==> src/rtl/mul_sequencer.sv <==
// mul_sequencer
// -------------
// Multi-cycle shift-add multiplier controller for the CPU's `mul` instruction.
// The controller latches both operands when START is seen in IDLE. It then
// retires one multiplier bit per clock in RUN. Finally it spends one cycle in
// WB, where the product is written back through WRITEENABLE/WRITEADDR/RESULT.
// STALL holds the PC while the operation is in flight.
//
// Optional feature (compile-time macro MUL_EARLY_EXIT_EN):
//   When defined, RUN ends as soon as no set multiplier bits remain. RUN
//   still lasts at least one cycle. When undefined, RUN always lasts WIDTH
//   cycles.
//
// Ports:
//   CLK          in   system clock, rising edge
//   RESET        in   asynchronous, active-low reset
//   START        in   current instruction is `mul` (level, held for the instr)
//   DATA1        in   multiplicand, WIDTH bits
//   DATA2        in   multiplier, WIDTH bits
//   DEST         in   destination register address, 3 bits
//   STALL        out  hold PC (combinational)
//   BUSY         out  registered, high in RUN and WB
//   WRITEENABLE  out  reg_file write strobe, high in WB only
//   WRITEADDR    out  latched DEST
//   RESULT       out  low WIDTH bits of the product
//   RESULT_HI    out  high WIDTH bits of the product

module mul_sequencer #(
  parameter int WIDTH = 8,
  parameter int CNT_W = 4
) (
  input  logic             CLK,
  input  logic             RESET,
  input  logic             START,
  input  logic [WIDTH-1:0] DATA1,
  input  logic [WIDTH-1:0] DATA2,
  input  logic [2:0]       DEST,
  output logic             STALL,
  output logic             BUSY,
  output logic             WRITEENABLE,
  output logic [2:0]       WRITEADDR,
  output logic [WIDTH-1:0] RESULT,
  output logic [WIDTH-1:0] RESULT_HI
);

  typedef enum logic [1:0] {
    IDLE = 2'd0,
    RUN  = 2'd1,
    WB   = 2'd2
  } state_e;

  localparam logic [CNT_W-1:0] LAST_CNT = CNT_W'(WIDTH - 1);

  state_e               state_q, state_d;
  logic [2*WIDTH-1:0]   acc_q, acc_d;
  logic [2*WIDTH-1:0]   mcand_q, mcand_d;
  logic [WIDTH-1:0]     mplier_q, mplier_d;
  logic [CNT_W-1:0]     cnt_q, cnt_d;
  logic [2:0]           waddr_q, waddr_d;
  logic [WIDTH-1:0]     result_q, result_d;
  logic [WIDTH-1:0]     result_hi_q, result_hi_d;
  logic                 busy_q, busy_d;
  logic                 last_iter;

  always_ff @(posedge CLK or negedge RESET) begin
    if (!RESET) begin
      state_q     <= IDLE;
      acc_q       <= '0;
      mcand_q     <= '0;
      mplier_q    <= '0;
      cnt_q       <= '0;
      waddr_q     <= '0;
      result_q    <= '0;
      result_hi_q <= '0;
      busy_q      <= 1'b0;
    end else begin
      state_q     <= state_d;
      acc_q       <= acc_d;
      mcand_q     <= mcand_d;
      mplier_q    <= mplier_d;
      cnt_q       <= cnt_d;
      waddr_q     <= waddr_d;
      result_q    <= result_d;
      result_hi_q <= result_hi_d;
      busy_q      <= busy_d;
    end
  end

  // Next-state and datapath. RESULT/RESULT_HI load from the final
  // accumulator value (acc_d) on the edge that enters WB. That way the
  // product is already stable while WRITEENABLE is high.
  always_comb begin
    state_d     = state_q;
    acc_d       = acc_q;
    mcand_d     = mcand_q;
    mplier_d    = mplier_q;
    cnt_d       = cnt_q;
    waddr_d     = waddr_q;
    result_d    = result_q;
    result_hi_d = result_hi_q;
    last_iter   = 1'b0;

    case (state_q)
      IDLE: begin
        if (START) begin
          mcand_d  = {{WIDTH{1'b0}}, DATA1};
          mplier_d = DATA2;
          acc_d    = '0;
          cnt_d    = '0;
          waddr_d  = DEST;
          state_d  = RUN;
        end
      end

      RUN: begin
        if (mplier_q[0]) begin
          acc_d = acc_q + mcand_q;
        end
        mcand_d  = mcand_q << 1;
        mplier_d = mplier_q >> 1;
        cnt_d    = cnt_q + 1'b1;
`ifdef MUL_EARLY_EXIT_EN
        // Once the remaining multiplier bits are all zero, the later
        // iterations would add nothing, so the product is already final.
        last_iter = (cnt_q == LAST_CNT) || (mplier_d == '0);
`else
        last_iter = (cnt_q == LAST_CNT);
`endif
        if (last_iter) begin
          state_d     = WB;
          result_d    = acc_d[WIDTH-1:0];
          result_hi_d = acc_d[2*WIDTH-1:WIDTH];
        end
      end

      WB: begin
        // START still high here belongs to the instruction being retired.
        state_d = IDLE;
      end

      default: begin
        state_d = IDLE;
      end
    endcase

    busy_d = (state_d != IDLE);
  end

  // STALL is gated by RESET. While RESET is low, a START held high in IDLE
  // cannot keep the PC frozen.
  always_comb begin
    STALL       = RESET && (((state_q == IDLE) && START) || (state_q == RUN));
    WRITEENABLE = (state_q == WB);
  end

  assign BUSY      = busy_q;
  assign WRITEADDR = waddr_q;
  assign RESULT    = result_q;
  assign RESULT_HI = result_hi_q;

endmodule

==> config.mk <==
export PLATFORM = sky130hd
export DESIGN_NAME = mul_sequencer
export DESIGN_NICKNAME = d
export VERILOG_FILES = /design/src/rtl/mul_sequencer.sv
export SDC_FILE = /design/constraint.sdc
export NUM_CORES = 1
export LEC_CHECK = 0
export BUFFER_PORTS_ARGS = -buffer_cell sky130_fd_sc_hd__buf_4
export CORE_MARGIN = 1
export CORE_UTILIZATION = 40
export DETAILED_ROUTE_END_ITERATION = 8
export GPL_ROUTABILITY_DRIVEN = 0
export SETUP_SLACK_MARGIN = 0.02
export SYNTH_ARGS = -nofsm -noshare
export SYNTH_HDL_FRONTEND = slang
export SYNTH_SLANG_ARGS = --single-unit
==> constraint.sdc <==
create_clock -name CLK -period 2.9 [get_ports CLK]
set_clock_uncertainty 0.15 [all_clocks]
set_input_delay 0.29 -clock CLK [delete_from_list [all_inputs] [get_ports CLK]]
set_output_delay 0.29 -clock CLK [all_outputs]
set_load 0.1 [all_outputs]
==> metrics.md, run 1 <==
| Metric | Value |
|---|---|
| Synth unique cells | 44 |
| Leading cell types in the layout, fill and taps excluded | 66 x dfrtp_1, 52 x buf_4, 36 x nand2_1 |
| Fin Setup TNS | 0 ns |
| Ys flop type | dfrtp_1 |
| Final worst path period share | 91.2% |
| Final hold violations | 0 |
| IO Port Bufs | 43 |
| Wire length per cell | 15.7 um |
| Startpoint types | flip-flop |
| Die Span Y | 96.5 um |
| CP required | 3.02 ns |
| Asr flop ratio synth | 100% |
| Detailed route wirelength on metal2 | 3670 um |
| Crit path max-delay family | compound AO/OA/AOI/OAI gates |
| Yosys top cell by area | dfrtp_1 |
| Die span in x | 96.5 um |
| Post-Route Utilization | 48.6% |
| Tightest Hold Check Type | in2async |
| Pre-antenna DRT Iters | 4 |
| FF-to-FF End | RESULT_HI[6] |
| Worst vdd ir | 0.000829 V |
| Antenna cells | 0 |
| Outcome | finished, final reports clean |
| Pin slew with the least headroom to its limit | 0.839 ns |
| Total Wirelength | 8190 um |
| Area grow syn2layout | 18.1% |
| Maximum clock frequency | 378 MHz |
| GRT Total Usage | 19.4% |
| Final nets | 449 |
| Initial antenna violation count | 0 |
| Met1 WL | 4140 um |
| Worst Setup End Kind | flip-flop |
| Cts bufs inserted | 9 |
| CTS H-Tree Depth | 3 |
| Post-route ant nets | 0 |
| Layout cells sized above 1 | 17.8% |
| Root Driver | clkbuf_8 |
| Worst-path fanout max | 3 |
| Vias in the first global route | 2730 |
| Core area | 8680 sq um |
| Initial Util | 41.1% |
| Crit-path max cell delay | 0.43 ns |
| Post-synthesis register bit count | 66 |
| CP Cell Sequence | ha_1, fa_1, a211oi_1, o21ai_1, a41o_1, a41oi_2, xnor2_1, mux2i_1, o21ai_1 |
| Mapped Area | 3570 sq um |
| # setup viols final | 0 |
| Post-DP HPWL | 5650 um |
| Worst skew pair latency | 0.35 ns |
| CP arrival | 2.76 ns |
| R2R Setup Slk | 0.26 ns |
| Slew HR | 44.1% |
| Maxcap violations | 0 |
| Ranking of synthesized cells by area | dfrtp_1 46%, ha_1 5.6%, a22o_1 5.4% |
| Clock transition at path regs | 0.07 ns |
| Num ports | 44 |
| First-pass GRT wire length | 13600 um |
| Via Count | 2841 |
| GRT Residual Overflow | 0 |
| Power Density | 1100 nW/um^2 |
| Metal3 WL | 252 um |
| DR iter-0 viols | 131 |
| Net Count, Synth | 403 |
| Reg-to-Reg Start | acc_q[0] |
| Maximum buffer depth of the clock tree | 2 |
| Number of synthesized flops with an enable pin | 0 |
| Min cycle time layout | 2.64 ns |
| Max-slew violations | 0 |
| Crit path max-delay cell type | fa_1 |
| Sequential area share after synthesis | 46.3% |
| Static leakage power | 1.97 nW |
| # DRC | 0 |
| CTS tree | yes |
| Post-synth top area share | 46.3% |
| Largest net degree at the start of global routing | 67 |
| Crit path buffers/inverters | 0 |
| RSZ-0062 raised after global routing | false |
| Floorplan row count | 34 |
| Syn Area/Cell | 9.81 sq um |
| DR top layer | met4 |
| Num Clock Sinks | 66 |
| Yosys warns | 0 |
| CP Class | reg2reg |
| Crit path top cell by count | o21ai_1 |
| Vias per std cell | 5.43 |
| Die area | 9310 sq um |
| Synth Instances | 364 |
| Commonest non-fill, non-tap cell in the layout | dfrtp_1 |
| Worst Reg-to-Reg Cells | 9 |
[power breakdown]
part	switching [mW]	leakage, nW	internal (mW)
clock	0.362	0.0851	0.329
sequential	0.283	0.869	1.23
combinational	1.65	1.01	0.758
total	2.30	1.97	2.32
[per-stage QoR]
| stage | cell area (sq um) | power (mW) | hold WS (ns) | setup WS, ns | std cells |
|---|---|---|---|---|---|
| floorplan | 3570 | 3.36 | -0.156 | 0.331 | 364 |
| global placement | 4010 | 3.91 | 0.310 | 0.358 | 504 |
| detailed placement | 4010 | 3.95 | 0.314 | 0.307 | 504 |
| CTS | 4220 | 4.65 | 0.0112 | 0.275 | 523 |
| global route | 4220 | 4.94 | 0.0212 | 0.0921 | 523 |
| finish | 4220 | 4.62 | 0.0102 | 0.256 | 523 |
[layer usage]
metal	vias up	GRT usage, %
met5	-	0
met3	10	3.05
met4	0	7.72
met2	57	29.6
met1	1362	27.6
li1	1412	-
[cell type report]
type	instances	area [sq um]
fillers	834	4460
multi-input cells	271	1810
flip-flops and latches	66	1650
repair buffers	55	420
clock buffers	11	141
well taps	108	135
clock inverters	5	30.0
inverters	7	26.3
[synthesized netlist by cell type (2+ instances only)]
library cell and number:
nor3b_1 5, nand3_1 3, xnor2_1 12, and2_1 2
a31oi_1 4, mux2i_1 13, a21oi_2 2, nand2b_1 3
or2_1 2, o21ai_0 28, clkbuf_1 11, a21o_1 5
o21ai_1 14, buf_2 5, a21oi_1 30, and3_1 4
nand2_1 36, xor2_1 2, inv_1 6, nor2b_1 20
a22oi_1 14, ha_1 16, nor3_1 3, o31ai_1 2
dfrtp_1 66, nor2_1 14, buf_1 4, a22o_1 22
[sequential cells by signal, summed over array words and instances (netlist names)]
signal and cells:
WRITEADDR 3, mplier_q 8, mcand_q 16, RESULT_HI 8
RESULT 8, state_q 2, cnt_q 4, acc_q 16
BUSY 1
[worst max path at each step]
stage,from,to,cells past startpoint
finish,acc_q[0],RESULT_HI[6],9
global route,mcand_q[0],RESULT_HI[6],9
CTS,acc_q[0],RESULT_HI[6],9
detailed placement,acc_q[0],RESULT_HI[6],9
global placement,acc_q[0],RESULT_HI[6],9
floorplan,state_q[1],WRITEENABLE,3
[cells by family after synthesis]
logic type | Yosys count | synth area share [%]
AND/OR/NAND/NOR | 97 | 13.7
adder cells (fa/ha/maj) | 17 | 6.17
XOR/XNOR | 14 | 3.44
multiplexers | 13 | 3.65
buffers and inverters | 27 | 3.01
AO/OA/AOI/OAI | 130 | 23.8
flip-flops | 66 | 46.3
[timing repair]
item	4_1_cts	5_1_grt
hold buffers	3	0
setup buffers	0	0
hold endpoints to repair	3	0
gates resized for setup	0	0
No activity file was read; power rests on OpenSTA's default activity.
==> inputs of run 2 (changes only) <==
HOLD_SLACK_MARGIN = 0.05   (was default)
==> run 2 against run 1 <==
Net effect: sequential share of layout area fell by 0.28 points; clock power barely moved; sequential cell count did not move; largest power group unchanged; worst setup slack improved by 0.0032 ns; combinational power barely moved; routed wire length rose by 0.39%; count of clock-buffer cells in the layout did not move; die area did not move.
==> metrics.md, run 2 (synthesis results as in run 1) <==
| Metric | Value |
|---|---|
| Outcome | finished, final reports clean (unchanged) |
| Wire length per cell | 15.6 um (was 15.7 um) |
| Total Power | 4.63 mW (was 4.62 mW) |
| Startpoint types | flip-flop (unchanged) |
| Cts bufs inserted | 9 (unchanged) |
| Pre-antenna DRT Iters | 4 (unchanged) |
| Maxcap violations | 0 (unchanged) |
| Clock transition at path regs | 0.08 ns (was 0.07 ns) |
| Root Driver | clkbuf_8 (unchanged) |
| CTS H-Tree Depth | 3 (unchanged) |
| # DRC | 0 (unchanged) |
| Final worst path period share | 91.1% (was 91.2%) |
| Num ports | 44 (unchanged) |
| Pin slew with the least headroom to its limit | 0.840 ns (was 0.839 ns) |
| R2R Setup Slk | 0.26 ns (about the same) |
| Antenna cells | 0 (unchanged) |
| IO Port Bufs | 43 (unchanged) |
| Largest regs | acc_q: 16 flops, mcand_q: 16 flops (unchanged) |
| Crit path buffers/inverters | 0 (unchanged) |
| Final hold violations | 0 (unchanged) |
| Leading cell types in the layout, fill and taps excluded | 66 x dfrtp_1, 52 x buf_4, 36 x nand2_1 (unchanged) |
| Commonest non-fill, non-tap cell in the layout | dfrtp_1 (unchanged) |
| Tightest Hold Check Type | in2reg (was in2async) |
| Total Wirelength | 8220 um (was 8190 um) |
| Vias in the first global route | 2740 (was 2730) |
| Worst vdd ir | 0.000829 V (about the same) |
| RSZ-0062 raised after global routing | false (unchanged) |
| Largest net degree at the start of global routing | 67 (unchanged) |
| Fin Setup TNS | 0 ns (unchanged) |
| # setup viols final | 0 (unchanged) |
| Worst-path fanout max | 3 (unchanged) |
| Maximum buffer depth of the clock tree | 2 (unchanged) |
| Post-route ant nets | 0 (unchanged) |
| CP Class | reg2reg (unchanged) |
| Die Span Y | 96.5 um (unchanged) |
| CP required | 3.02 ns (about the same) |
| Num Clock Sinks | 66 (unchanged) |
| Final nets | 452 (was 449) |
| GRT Residual Overflow | 0 (unchanged) |
| CP Cell Sequence | ha_1, fa_1, a211oi_1, o21ai_1, a41o_1, a41oi_2, xnor2_1, mux2i_1, o21ai_1 (unchanged) |
| Static leakage power | 1.98 nW (was 1.97 nW) |
| Min cycle time layout | 2.64 ns (about the same) |
| Worst Setup End Kind | flip-flop (unchanged) |
| Floorplan row count | 34 (unchanged) |
| Area grow syn2layout | 18.9% (was 18.1%) |
| Core area | 8680 sq um (unchanged) |
| Vias per std cell | 5.41 (was 5.43) |
| Max-slew violations | 0 (unchanged) |
| GRT Total Usage | 19.5% (was 19.4%) |
| Maximum clock frequency | 379 MHz (was 378 MHz) |
| Crit-path max cell delay | 0.43 ns (about the same) |
| Post-DP HPWL | 5650 um (unchanged) |
| Die area | 9310 sq um (unchanged) |
| CTS tree | yes (unchanged) |
| Initial antenna violation count | 0 (unchanged) |
| First-pass GRT wire length | 13600 um (about the same) |
| CP arrival | 2.76 ns (about the same) |
| Crit path max-delay family | compound AO/OA/AOI/OAI gates (unchanged) |
| Slew HR | 44.0% (was 44.1%) |
| Die span in x | 96.5 um (unchanged) |
| Via Count | 2848 (was 2841) |
| DR iter-0 viols | 157 (was 131) |
| Power Density | 1090 nW/um^2 (was 1100 nW/um^2) |
| Crit path top cell by count | o21ai_1 (unchanged) |
| Layout cells sized above 1 | 17.7% (was 17.8%) |
| Worst skew pair latency | 0.35 ns (about the same) |
| Initial Util | 41.1% (unchanged) |
| Crit path max-delay cell type | fa_1 (unchanged) |
run 2: cell types whose count changed in the layout (fill, tap and decap cells not counted), sizes merged:
cell,before,now
dlygate4sd3,3,6
run 2: per-stage QoR:
stage                     setup WS [ns]  util, %  cell area [sq um]  cells  hold WS (ns)
after floorplan                   0.331        -               3570    364        -0.156
after global placement            0.358     46.3               4010    504         0.310
after detailed placement          0.307     46.3               4010    504         0.314
after CTS                         0.275     48.9               4250    526        0.0585
after global routing             0.0921     48.9               4250    526        0.0876
final                             0.259     48.9               4250    526        0.0648
run 2: final timing paths:
check,cells after the start,to,from
max,9,RESULT_HI[6],acc_q[0]
min,3,mplier_q[3],DATA2[3]
max reg2reg,9,RESULT_HI[6],acc_q[0]
min reg2reg,1,cnt_q[3],cnt_q[3]
max in group asynchronous,3,RESULT_HI[5],RESET
min in group asynchronous,3,acc_q[5],RESET
run 2: worst min-delay path: cells and delay by family:
family | cells | cell delay [ns]
buffers and inverters | 1 | 0.08
AOI/OAI and AO/OA | 2 | 0.16
run 2: repair_timing:
| item | in CTS | in global routing |
|---|---|---|
| buffers inserted | 0 | 0 |
| endpoints found under the setup margin | 0 | 0 |
| hold buffers | 6 | 0 |
| hold endpoints to repair | 28 | 0 |
| gates resized for setup | 0 | 0 |
run 2: power by group:
part / switching, mW / internal [mW] / total [mW]
combinational: 1.66 / 0.761 / 2.42
sequential: 0.283 / 1.23 / 1.52
clock: 0.362 / 0.329 / 0.691
run 2: cell type report:
cell class | instances | area, sq um
Clock inverter | 5 | 30.0
Clock buffer | 11 | 141
Sequential cell | 66 | 1650
Inverter | 7 | 26.3
Fill cell | 830 | 4430
Timing Repair Buffer | 58 | 450
Multi-Input combinational cell | 271 | 1810
Tap cell | 108 | 135
run 2: routing by layer:
layer | vias to the layer above | part of all wire, % | global-route usage (%)
met5 | - | 0 | 0
met4 | 0 | 1.5 | 7.72
met3 | 10 | 2.9 | 2.97
met2 | 56 | 45 | 29.6
met1 | 1363 | 51 | 27.7
li1 | 1419 | - | -
